===== config.mk =====
export PLATFORM = sky130hd
export DESIGN_NAME = serial_word_adder_flat
export DESIGN_NICKNAME = d
export VERILOG_FILES = /design/src/rtl/serial_arith_pkg.sv /design/src/rtl/serial_word_adder_if.sv /design/src/rtl/serial_fa_stage.sv /design/src/rtl/serial_word_adder.sv /design/src/flat_wrapper.sv
export SDC_FILE = /design/constraint.sdc
export NUM_CORES = 1
export LEC_CHECK = 0
export ABC_AREA = 1
export BUFFER_PORTS_ARGS = -buffer_cell sky130_fd_sc_hd__buf_4
export CAP_MARGIN = 30
export CELL_PAD_IN_SITES_DETAIL_PLACEMENT = 0
export CELL_PAD_IN_SITES_GLOBAL_PLACEMENT = 2
export CORE_MARGIN = 3
export CORE_UTILIZATION = 31
export CTS_CLUSTER_DIAMETER = 120
export DETAILED_ROUTE_END_ITERATION = 8
export PLACE_DENSITY = 0.81
export SYNTH_ARGS = -nofsm -noshare
export SYNTH_HDL_FRONTEND = slang
export SYNTH_SLANG_ARGS = --single-unit
export TNS_END_PERCENT = 1

===== constraint.sdc =====
create_clock -name clk -period 2.6 [get_ports clk]
set_input_delay 0.26 -clock clk [delete_from_list [all_inputs] [get_ports clk]]
set_output_delay 0.26 -clock clk [all_outputs]
set_load 0.01 [all_outputs]

===== src/rtl/serial_arith_pkg.sv =====
// Shared types and helpers for the bit-serial word adder.
//   state_e  : word-level FSM states
//   OP_ADD / OP_SUB : encodings of the sub operand-select input
//   clog2    : bit-count counter width
//   maj3     : carry (majority) function of a one-bit full adder
package serial_arith_pkg;

    typedef enum logic [1:0] {
        StIdle,
        StShift,
        StDone
    } state_e;

    localparam logic OP_ADD = 1'b0;
    localparam logic OP_SUB = 1'b1;

    function automatic int unsigned clog2(input int unsigned value);
        return $clog2(value);
    endfunction

    function automatic logic maj3(input logic x, input logic y, input logic z);
        return (x & y) | (x & z) | (y & z);
    endfunction

endpackage


===== src/rtl/serial_word_adder_if.sv =====
// Handshake/data bundle of serial_word_adder.
//   Operand side : in_valid, in_ready, a, b, cin, sub
//   Result side  : out_valid, out_ready, sum, cout
//   Debug        : bit_s (current serial sum bit), bit_valid (high while shifting)
// master = producer/consumer environment, slave = the adder.
interface serial_word_adder_if #(
    parameter int unsigned WIDTH = 8
);
    logic             in_valid;
    logic             in_ready;
    logic [WIDTH-1:0] a;
    logic [WIDTH-1:0] b;
    logic             cin;
    logic             sub;
    logic             out_valid;
    logic             out_ready;
    logic [WIDTH-1:0] sum;
    logic             cout;
    logic             bit_s;
    logic             bit_valid;

    modport master (
        output in_valid, a, b, cin, sub, out_ready,
        input  in_ready, out_valid, sum, cout, bit_s, bit_valid
    );

    modport slave (
        input  in_valid, a, b, cin, sub, out_ready,
        output in_ready, out_valid, sum, cout, bit_s, bit_valid
    );

endinterface


===== src/rtl/serial_fa_stage.sv =====
// One-bit full adder with a registered carry.
//   clk, reset     : clock, synchronous active-high reset (clears carry)
//   load, load_val : preset carry to load_val (takes priority over en)
//   en             : advance carry to majority(a_bit, b_bit, carry)
//   a_bit, b_bit   : operand bits of the current cycle
//   s              : combinational sum bit
//   carry          : registered carry
module serial_fa_stage
    import serial_arith_pkg::*;
(
    input  logic clk,
    input  logic reset,
    input  logic load,
    input  logic load_val,
    input  logic en,
    input  logic a_bit,
    input  logic b_bit,
    output logic s,
    output logic carry
);

    logic carry_q, carry_d;

    always_comb begin
        carry_d = carry_q;
        if (load) begin
            carry_d = load_val;
        end else if (en) begin
            carry_d = maj3(a_bit, b_bit, carry_q);
        end
    end

    always_ff @(posedge clk) begin
        if (reset) begin
            carry_q <= 1'b0;
        end else begin
            carry_q <= carry_d;
        end
    end

    assign s     = a_bit ^ b_bit ^ carry_q;
    assign carry = carry_q;

endmodule


===== src/rtl/serial_word_adder.sv =====
// Word-level wrapper around a bit-serial full adder. Accepts two WIDTH-bit
// operands, streams them LSB-first through serial_fa_stage over WIDTH cycles,
// and presents the collected sum and carry-out. Subtraction is a + ~b + ~cin.
//   clk, reset : clock, synchronous active-high reset
//   bus        : serial_word_adder_if slave (operand handshake, result
//                handshake, serial debug bits)
module serial_word_adder
    import serial_arith_pkg::*;
#(
    parameter int unsigned WIDTH = 8
) (
    input  logic                 clk,
    input  logic                 reset,
    serial_word_adder_if.slave   bus
);

    localparam int unsigned CntW = clog2(WIDTH);
    localparam logic [CntW-1:0] CntLast = CntW'(WIDTH - 1);

    state_e           state_q, state_d;
    logic [WIDTH-1:0] a_sh_q, a_sh_d;
    logic [WIDTH-1:0] b_sh_q, b_sh_d;
    // Only WIDTH-1 sum bits need storing: the last bit goes straight into sum.
    logic [WIDTH-2:0] sum_sh_q, sum_sh_d;
    logic [CntW-1:0]  cnt_q, cnt_d;
    logic [WIDTH-1:0] sum_q, sum_d;
    logic             cout_q, cout_d;

    logic [WIDTH-1:0] sum_next;
    logic             fa_load, fa_load_val, fa_en, fa_s, fa_carry;

    serial_fa_stage u_fa (
        .clk      (clk),
        .reset    (reset),
        .load     (fa_load),
        .load_val (fa_load_val),
        .en       (fa_en),
        .a_bit    (a_sh_q[0]),
        .b_bit    (b_sh_q[0]),
        .s        (fa_s),
        .carry    (fa_carry)
    );

    always_comb begin
        state_d     = state_q;
        a_sh_d      = a_sh_q;
        b_sh_d      = b_sh_q;
        sum_sh_d    = sum_sh_q;
        cnt_d       = cnt_q;
        sum_d       = sum_q;
        cout_d      = cout_q;
        fa_load     = 1'b0;
        fa_load_val = 1'b0;
        fa_en       = 1'b0;
        sum_next    = {fa_s, sum_sh_q};

        unique case (state_q)
            StIdle: begin
                if (bus.in_valid) begin
                    a_sh_d      = bus.a;
                    b_sh_d      = (bus.sub == OP_SUB) ? ~bus.b : bus.b;
                    fa_load     = 1'b1;
                    fa_load_val = (bus.sub == OP_SUB) ? ~bus.cin : bus.cin;
                    cnt_d       = '0;
                    state_d     = StShift;
                end
            end
            StShift: begin
                fa_en    = 1'b1;
                sum_sh_d = sum_next[WIDTH-1:1];
                a_sh_d   = a_sh_q >> 1;
                b_sh_d   = b_sh_q >> 1;
                cnt_d    = cnt_q + CntW'(1);
                if (cnt_q == CntLast) begin
                    sum_d   = sum_next;
                    // Carry out of the final bit, before the stage register updates.
                    cout_d  = maj3(a_sh_q[0], b_sh_q[0], fa_carry);
                    state_d = StDone;
                end
            end
            StDone: begin
                if (bus.out_ready) begin
                    state_d = StIdle;
                end
            end
            default: state_d = StIdle;
        endcase
    end

    always_ff @(posedge clk) begin
        if (reset) begin
            state_q  <= StIdle;
            a_sh_q   <= '0;
            b_sh_q   <= '0;
            sum_sh_q <= '0;
            cnt_q    <= '0;
            sum_q    <= '0;
            cout_q   <= 1'b0;
        end else begin
            state_q  <= state_d;
            a_sh_q   <= a_sh_d;
            b_sh_q   <= b_sh_d;
            sum_sh_q <= sum_sh_d;
            cnt_q    <= cnt_d;
            sum_q    <= sum_d;
            cout_q   <= cout_d;
        end
    end

    assign bus.in_ready  = (state_q == StIdle) && !reset;
    assign bus.out_valid = (state_q == StDone);
    assign bus.bit_valid = (state_q == StShift);
    assign bus.bit_s     = (state_q == StShift) ? fa_s : 1'b0;
    assign bus.sum       = sum_q;
    assign bus.cout      = cout_q;

endmodule

===== src/flat_wrapper.sv =====
// flat-port wrapper written by rule: the top's interface ports become plain ports
module serial_word_adder_flat import serial_arith_pkg::*;
#(
    parameter int unsigned WIDTH = 8
)
  (clk, reset, bus_in_valid, bus_a, bus_b, bus_cin, bus_sub, bus_out_ready, bus_in_ready, bus_out_valid, bus_sum, bus_cout, bus_bit_s, bus_bit_valid);
  serial_word_adder_if #(.WIDTH(WIDTH)) bus_i ();
  input  logic clk;
  input  logic reset;
  input wire logic [$bits(bus_i.in_valid)-1:0] bus_in_valid;
  input wire logic [$bits(bus_i.a)-1:0] bus_a;
  input wire logic [$bits(bus_i.b)-1:0] bus_b;
  input wire logic [$bits(bus_i.cin)-1:0] bus_cin;
  input wire logic [$bits(bus_i.sub)-1:0] bus_sub;
  input wire logic [$bits(bus_i.out_ready)-1:0] bus_out_ready;
  output wire logic [$bits(bus_i.in_ready)-1:0] bus_in_ready;
  output wire logic [$bits(bus_i.out_valid)-1:0] bus_out_valid;
  output wire logic [$bits(bus_i.sum)-1:0] bus_sum;
  output wire logic [$bits(bus_i.cout)-1:0] bus_cout;
  output wire logic [$bits(bus_i.bit_s)-1:0] bus_bit_s;
  output wire logic [$bits(bus_i.bit_valid)-1:0] bus_bit_valid;
  assign bus_i.in_valid = bus_in_valid;
  assign bus_i.a = bus_a;
  assign bus_i.b = bus_b;
  assign bus_i.cin = bus_cin;
  assign bus_i.sub = bus_sub;
  assign bus_i.out_ready = bus_out_ready;
  assign bus_in_ready = bus_i.in_ready;
  assign bus_out_valid = bus_i.out_valid;
  assign bus_sum = bus_i.sum;
  assign bus_cout = bus_i.cout;
  assign bus_bit_s = bus_i.bit_s;
  assign bus_bit_valid = bus_i.bit_valid;
  serial_word_adder #(.WIDTH(WIDTH)) u_core (.clk(clk), .reset(reset), .bus(bus_i));
endmodule

==> results.sh, run 1 <==
export IMPL_gp_congestion=0.694
export IMPL_critPathMaxStageDelay_ns=0.32
export IMPL_fmaxAchievable_mhz=541
export IMPL_slew_violations=0
export IMPL_cts_buffer_depth=2
export IMPL_synthXorXnorAreaFrac_pct=0.504
export IMPL_place_hpwl_um=2580
export IMPL_clkTransAtPathRegs_ns=0.08
export IMPL_num_rows=26
export IMPL_setup_tns_final_ns=0
export IMPL_place_ws_ns=1.03
export IMPL_fillers=605
export IMPL_use_met3_pct=4.10
export IMPL_wirelength_um=3870
export IMPL_critPathMaxFanout=36
export IMPL_synthTopCellsByArea="dfxtp_1 (44%), nand2_1 (21%), nor2_1 (6.3%)"
export IMPL_synth_edf_count=0
export IMPL_crit_start="u_core.state_q[1]"
export IMPL_period_needed_ns=1.85
export IMPL_first_pass_iters=4
export IMPL_ys_seq_area_share_pct=43.7
export IMPL_synth_compound_area_share_pct=9.35
export IMPL_drt_initial_drc_count=57
export IMPL_antenna_found_initial=0
export IMPL_grt_util_all_layers_pct=13.1
export IMPL_grt_overflow=0
export IMPL_route_detailed_drc=0
export IMPL_synth_fp_nets=285
export IMPL_cts_made_buffers=5
export IMPL_synthAdderAreaFrac_pct=2.59
export IMPL_relSlewSlack_pct=53.3
export IMPL_crit_arrival_ns=1.59
export IMPL_max_slew_worst_pin_slew_ns=0.700
export IMPL_viasPerCell=4.38
export IMPL_synth_top_family_by_area="simple AND/OR/NAND/NOR gates"
export IMPL_async_reset_ff_share_pct=0
export IMPL_p_per_area_nw_per_um2=570
export IMPL_pin_count=35
export IMPL_crit_family="buffers and inverters"
export IMPL_setup_slack_ns=0.753
export IMPL_cp_buffers_inverters=4
export IMPL_place_inst=353
export IMPL_finalHoldViolations=0
export IMPL_grt_pass1_wl_um=6710
export IMPL_cts_tree="done"
export IMPL_die_width_um=80.9
export IMPL_r2r_end="u_core.bus.cout"
export IMPL_grtUsageMet2_pct=20.1
export IMPL_final_area_um2=2090
export IMPL_busiest_layer="met2"
export IMPL_reg2reg_depth=6
export IMPL_grt_pass1_vias=1461
export IMPL_hold_buffers=0
export IMPL_synth_top_area_cell="dfxtp_1"
export IMPL_start_util_pct=33.0
export IMPL_syn_area_per_cell_um2=6.69
export IMPL_fp_dieArea_um2=6540
export IMPL_cts_setup_buffers=0
export IMPL_via_count=1577
export IMPL_syn_inst=260
export IMPL_synth_most_common_cell="nand2_1"
export IMPL_ys_ff_latch=38
export IMPL_h_tree_depth=2
export IMPL_cap_violations=0
export IMPL_drive_gt1_share_pct=16.6
export IMPL_holdCritPathClass="in2reg"
export IMPL_synth_cell_types=20
export IMPL_muxShareOfSynthArea_pct=0
export IMPL_die_h_um=80.9
export IMPL_clock_skew_ns=0.00509
export IMPL_end_kind="output pin"
export IMPL_synth_top_area_share_pct=43.7
export IMPL_endpoint="bus_bit_s"
export IMPL_fin_cells=360
export IMPL_synthFlopType="dfxtp_1"
export IMPL_syn_to_final_growth_pct=20.4
export IMPL_cp_required_ns=2.34
export IMPL_grt_max_degree=37
export IMPL_final_setup_viol_count=0
export IMPL_design_core_area_um2=5270
export IMPL_hp_start="bus_a[7]"
export IMPL_ff2ff_setup_slack_ns=1.10
export IMPL_grtUsageMet1_pct=17.4
export IMPL_yosysWarnings=0
export IMPL_reg2reg_from="u_core.state_q[1]"
export IMPL_peakVddDrop_mv=0.248
export IMPL_clock_sinks=38
export IMPL_path_cells="inv_2, nand2_2, clkinv_4, nand2_1, inv_1, buf_4"
export IMPL_worstSetupPathType="reg2out"
export IMPL_crit_slowest_cell="dfxtp_1"
export IMPL_detail_route_wl_per_cell_um=10.8
export IMPL_netlist_area_um2=1740
export IMPL_synthTopCellsByCount="nand2_1 (99), dfxtp_1 (38), nor2_1 (29)"
export IMPL_period_share_pct=71.1
export IMPL_rsz0062_at_grt="no"
export IMPL_antenna_cells=0
export IMPL_place_area_um2=2010
export IMPL_numPortBuffers=34
export IMPL_ctsResizeCount=0
export IMPL_clkLatencyLatePin_ns=0.29
export IMPL_power_mw=1.19
export IMPL_leakagePower_nw=1.06
export IMPL_synth_simple_area_share_pct=33.6
export IMPL_fin_nets=315
export IMPL_status="complete, no violations"
export IMPL_path_depth=6
export IMPL_cp_start_kind="flip-flop"
export IMPL_clockRootBuffer="clkbuf_8"
export IMPL_ant_nets=0
## area by class of cell
type | count | area [µm²] | share of cell area (%)
Timing Repair Buffer | 35 | 263 | 12.6
Clock inverter | 2 | 10.0 | 0.478
Tap cell | 70 | 87.6 | 4.18
Clock buffer | 5 | 68.8 | 3.29
Inverter | 26 | 103 | 4.90
Multi-Input combinational cell | 184 | 801 | 38.3
Sequential cell | 38 | 761 | 36.3
## metal layers
layer	vias up	part of all wire, %
met5	-	0
met3	5	5.0
li1	857	-
met2	32	42
met4	0	1.0
met1	683	52
## sequential cells by signal, summed over array words and instances, names as in the netlist
register	cells
u_core.bus.cout	1
u_core.bus.sum	8
u_core.u_fa.carry	1
u_core.b_sh_q	8
u_core.sum_sh_q	7
u_core.cnt_q	3
u_core.a_sh_q	8
u_core.state_q	2
## worst min path at each step
stage	endpoint	slack [ns]	depth (start not counted)
final	u_core.a_sh_q[7]	0.22	3
after CTS	u_core.a_sh_q[7]	0.21	3
after floorplan	u_core.a_sh_q[7]	0.40	2
after global placement	u_core.cnt_q[0]	0.45	1
after detailed placement	u_core.bus.sum[5]	0.46	2
after global routing	u_core.state_q[1]	0.23	4
## tightest hold or removal path, stage by stage
cell     delay (ns)
buf_4          0.11
nand2_1        0.05
a21oi_1        0.05
## cell usage in the layout (no fill, tap or decap)
master    instances
nand3_1          17
clkinv_2          2
inv_1            23
xor2_1            1
o21a_1            1
nor2_1           29
nor2_2            1
o21ai_1           1
buf_4            35
ha_1              2
o21ai_0          14
nand2_2           2
nand2_1          99
dfxtp_1          38
a21oi_1          16
fa_1              1
inv_2             2
clkinv_4          1
clkbuf_8          5
## metrics by stage
| step | util [%] | hold slack, ns |
|---|---|---|
| 2_1_floorplan | - | 0.403 |
| 3_3_place_gp | 38.2 | 0.449 |
| 6_report | 39.7 | 0.219 |
| 5_1_grt | 39.7 | 0.227 |
| 3_5_place_dp | 38.2 | 0.458 |
| 4_1_cts | 39.7 | 0.210 |
## power by group
part           switching [mW]  internal (mW)  total [mW]  leakage, nW
logic                   0.105         0.0707       0.176        0.704
registers              0.0196          0.616       0.636        0.311
clock network           0.201          0.180       0.381       0.0438
total                   0.326          0.867        1.19         1.06
## kinds of logic (layout without fill, tap and decap cells)
| kind of cell | Yosys count | after routing |
|---|---|---|
| compound gates | 32 | 32 |
| simple gates | 148 | 148 |
| buf+inv | 38 | 68 |
| flops | 38 | 38 |
| xor+xnor | 1 | 1 |
| fa+ha+maj | 3 | 3 |
No activity file was read; power rests on OpenSTA's default activity.
==> run 2, diff against run 1 <==
- CORE_UTILIZATION: 31 -> 29
- PLACE_DENSITY: 0.81 -> 0.76
- clock period: 2.6 -> 1.7 ns (I/O delays scaled with it)
==> run 2 against run 1 <==
  * Setup slack got worse by 0.66 ns
  * Largest cell class unchanged
  * Global-route usage decreased by 0.64 points
  * Via count increased by 1.0%
  * Sequential share of layout area decreased by 0.95 points
  * First-iteration DRC count increased by 16%
  * Highest routed layer unchanged
  * Die area increased by 6.4%
  * Cell area increased by 2.7%
  * Non-clock buffer count increased by 5
  * Utilization decreased by 1.6 points
  * Clock skew about the same
  * Register-to-register slack got worse by 0.83 ns
==> results.sh, run 2 (same netlist as run 1, synthesis figures left out) <==
export IMPL_status="complete, no violations"
export IMPL_ff2ff_setup_slack_ns=0.27
export IMPL_grt_max_degree=37
export IMPL_p_int_mw=1.39
export IMPL_relSlewSlack_pct=68.6
export IMPL_layout_common_cells="nand2_1 (99), buf_4 (40), dfxtp_1 (38)"
export IMPL_clock_sinks=38
export IMPL_start_util_pct=30.8
export IMPL_clkLatencyLatePin_ns=0.29
export IMPL_ant_nets=0
export IMPL_design_core_area_um2=5640
export IMPL_cap_violations=0
export IMPL_numPortBuffers=34
export IMPL_cp_start_kind="flip-flop"
export IMPL_clock_power_share_pct=34.2
export IMPL_fin_cells=368
export IMPL_slew_violations=0
export IMPL_clockRootBuffer="clkbuf_8"
export IMPL_clkTransAtPathRegs_ns=0.08
export IMPL_critPathMaxFanout=2
export IMPL_fin_nets=320
export IMPL_fp_dieArea_um2=6960
export IMPL_viasPerCell=4.33
export IMPL_cts_buffer_depth=2
export IMPL_setup_tns_final_ns=0
export IMPL_crit_arrival_ns=1.44
export IMPL_via_count=1593
export IMPL_hp_start="bus_out_ready"
export IMPL_p_sw_mw=0.519
export IMPL_grt_pass1_wl_um=7150
export IMPL_min_path_cells=4
export IMPL_combinationalPowerShare_pct=14.7
export IMPL_gp_congestion=0.701
export IMPL_route_detailed_drc=0
export IMPL_antenna_found_initial=0
export IMPL_leakagePower_nw=1.09
export IMPL_seq_power_share_pct=51.1
export IMPL_final_setup_viol_count=0
export IMPL_drt_initial_drc_count=66
export IMPL_detail_route_wl_per_cell_um=11.3
export IMPL_period_share_pct=94.6
export IMPL_crit_slowest_cell="fa_1"
export IMPL_die_h_um=83.4
export IMPL_die_width_um=83.4
export IMPL_fmaxAchievable_mhz=622
export IMPL_grt_pass1_vias=1506
export IMPL_max_slew_worst_pin_slew_ns=0.471
export IMPL_p_per_area_nw_per_um2=886
export IMPL_num_rows=27
export IMPL_syn_to_final_growth_pct=23.6
export IMPL_cts_setup_buffers=0
export IMPL_path_cells="fa_1, nand2_1, inv_1, buf_4"
export IMPL_grt_util_all_layers_pct=12.5
export IMPL_h_tree_depth=2
export IMPL_pin_count=35
export IMPL_r2r_end="u_core.bus.sum[3]"
export IMPL_peakVddDrop_mv=0.362
export IMPL_reg2reg_depth=5
export IMPL_holdCritPathClass="in2reg"
export IMPL_drive_gt1_share_pct=18.2
export IMPL_antenna_cells=0
export IMPL_ctsResizeCount=0
export IMPL_grt_overflow=0
export IMPL_hold_buffers=0
export IMPL_final_common_cell="nand2_1"
export IMPL_cts_made_buffers=5
export IMPL_wirelength_um=4160
export IMPL_min_to="u_core.state_q[1]"
export IMPL_reg2reg_from="u_core.cnt_q[0]"
export IMPL_finalHoldViolations=0
export IMPL_place_hpwl_um=2860
export IMPL_p_sw_share_pct=27.3
export IMPL_rsz0062_at_grt="no"
export IMPL_cts_tree="done"
export IMPL_place_inst=360
export IMPL_period_needed_ns=1.61
export IMPL_worstSetupPathType="reg2out"
export IMPL_cp_required_ns=1.53
export IMPL_end_kind="output pin"
export IMPL_critPathMaxStageDelay_ns=0.57
export IMPL_first_pass_iters=4
export IMPL_clock_skew_ns=0.00485
==> run 2: per-layer routing <==
metal / share of wire [%] / global-route usage, % / up-vias
met2: 44 / 20.3 / 22
met5: 0 / 0 / -
met3: 4.2 / 3.57 / 4
met4: 0.82 / 3.51 / 0
li1: - / - / 866
met1: 51 / 16.2 / 701
==> run 2: final cells by class <==
class | instances | area [µm²]
Clock inverter | 2 | 12.5
Fill cell | 631 | 3490
Clock buffer | 6 | 82.6
Inverter | 26 | 103
Sequential cell | 38 | 761
Timing Repair Buffer | 40 | 300
Multi-Input combinational cell | 184 | 801
Tap cell | 72 | 90.1
==> run 2: metrics by stage <==
stage	hold WS, ns	area (µm²)	setup WS (ns)	power (mW)	utilization, %
after floorplan	0.313	1740	0.441	1.18	-
after detailed placement	0.436	2050	0.298	1.28	36.4
after global routing	0.151	2150	0.0172	2.02	38.1
final	0.130	2150	0.0921	1.90	38.1
after global placement	0.439	2050	0.374	1.28	36.4
after CTS	0.123	2150	0.0610	1.94	38.1
==> run 2: worst max-delay path by stage <==
stage / startpoint / depth (start not counted) / endpoint
after floorplan: u_core.cnt_q[0] / 5 / u_core.state_q[0]
after global placement: u_core.cnt_q[0] / 5 / u_core.bus.sum[1]
after detailed placement: u_core.cnt_q[0] / 5 / u_core.bus.sum[1]
after CTS: u_core.a_sh_q[0] / 4 / bus_bit_s
after global routing: u_core.a_sh_q[0] / 4 / bus_bit_s
final: u_core.a_sh_q[0] / 4 / bus_bit_s
==> run 2: worst max-delay path: cells and delay by family (launching register included) <==
kind	cells	cell delay [ns]
adders and majority gates	1	0.57
DFF	1	0.33
buffers and inverters	2	0.18
and+or+nand+nor	1	0.08
==> run 2: power groups by stage <==
stage | Combinational (mW) | Clock [mW] | Sequential, mW
floorplan | 0.195 | 0 | 0.986
global placement | 0.287 | 0 | 0.993
detailed placement | 0.287 | 0 | 0.994
CTS | 0.289 | 0.677 | 0.974
global route | 0.331 | 0.706 | 0.981
finish | 0.280 | 0.651 | 0.974
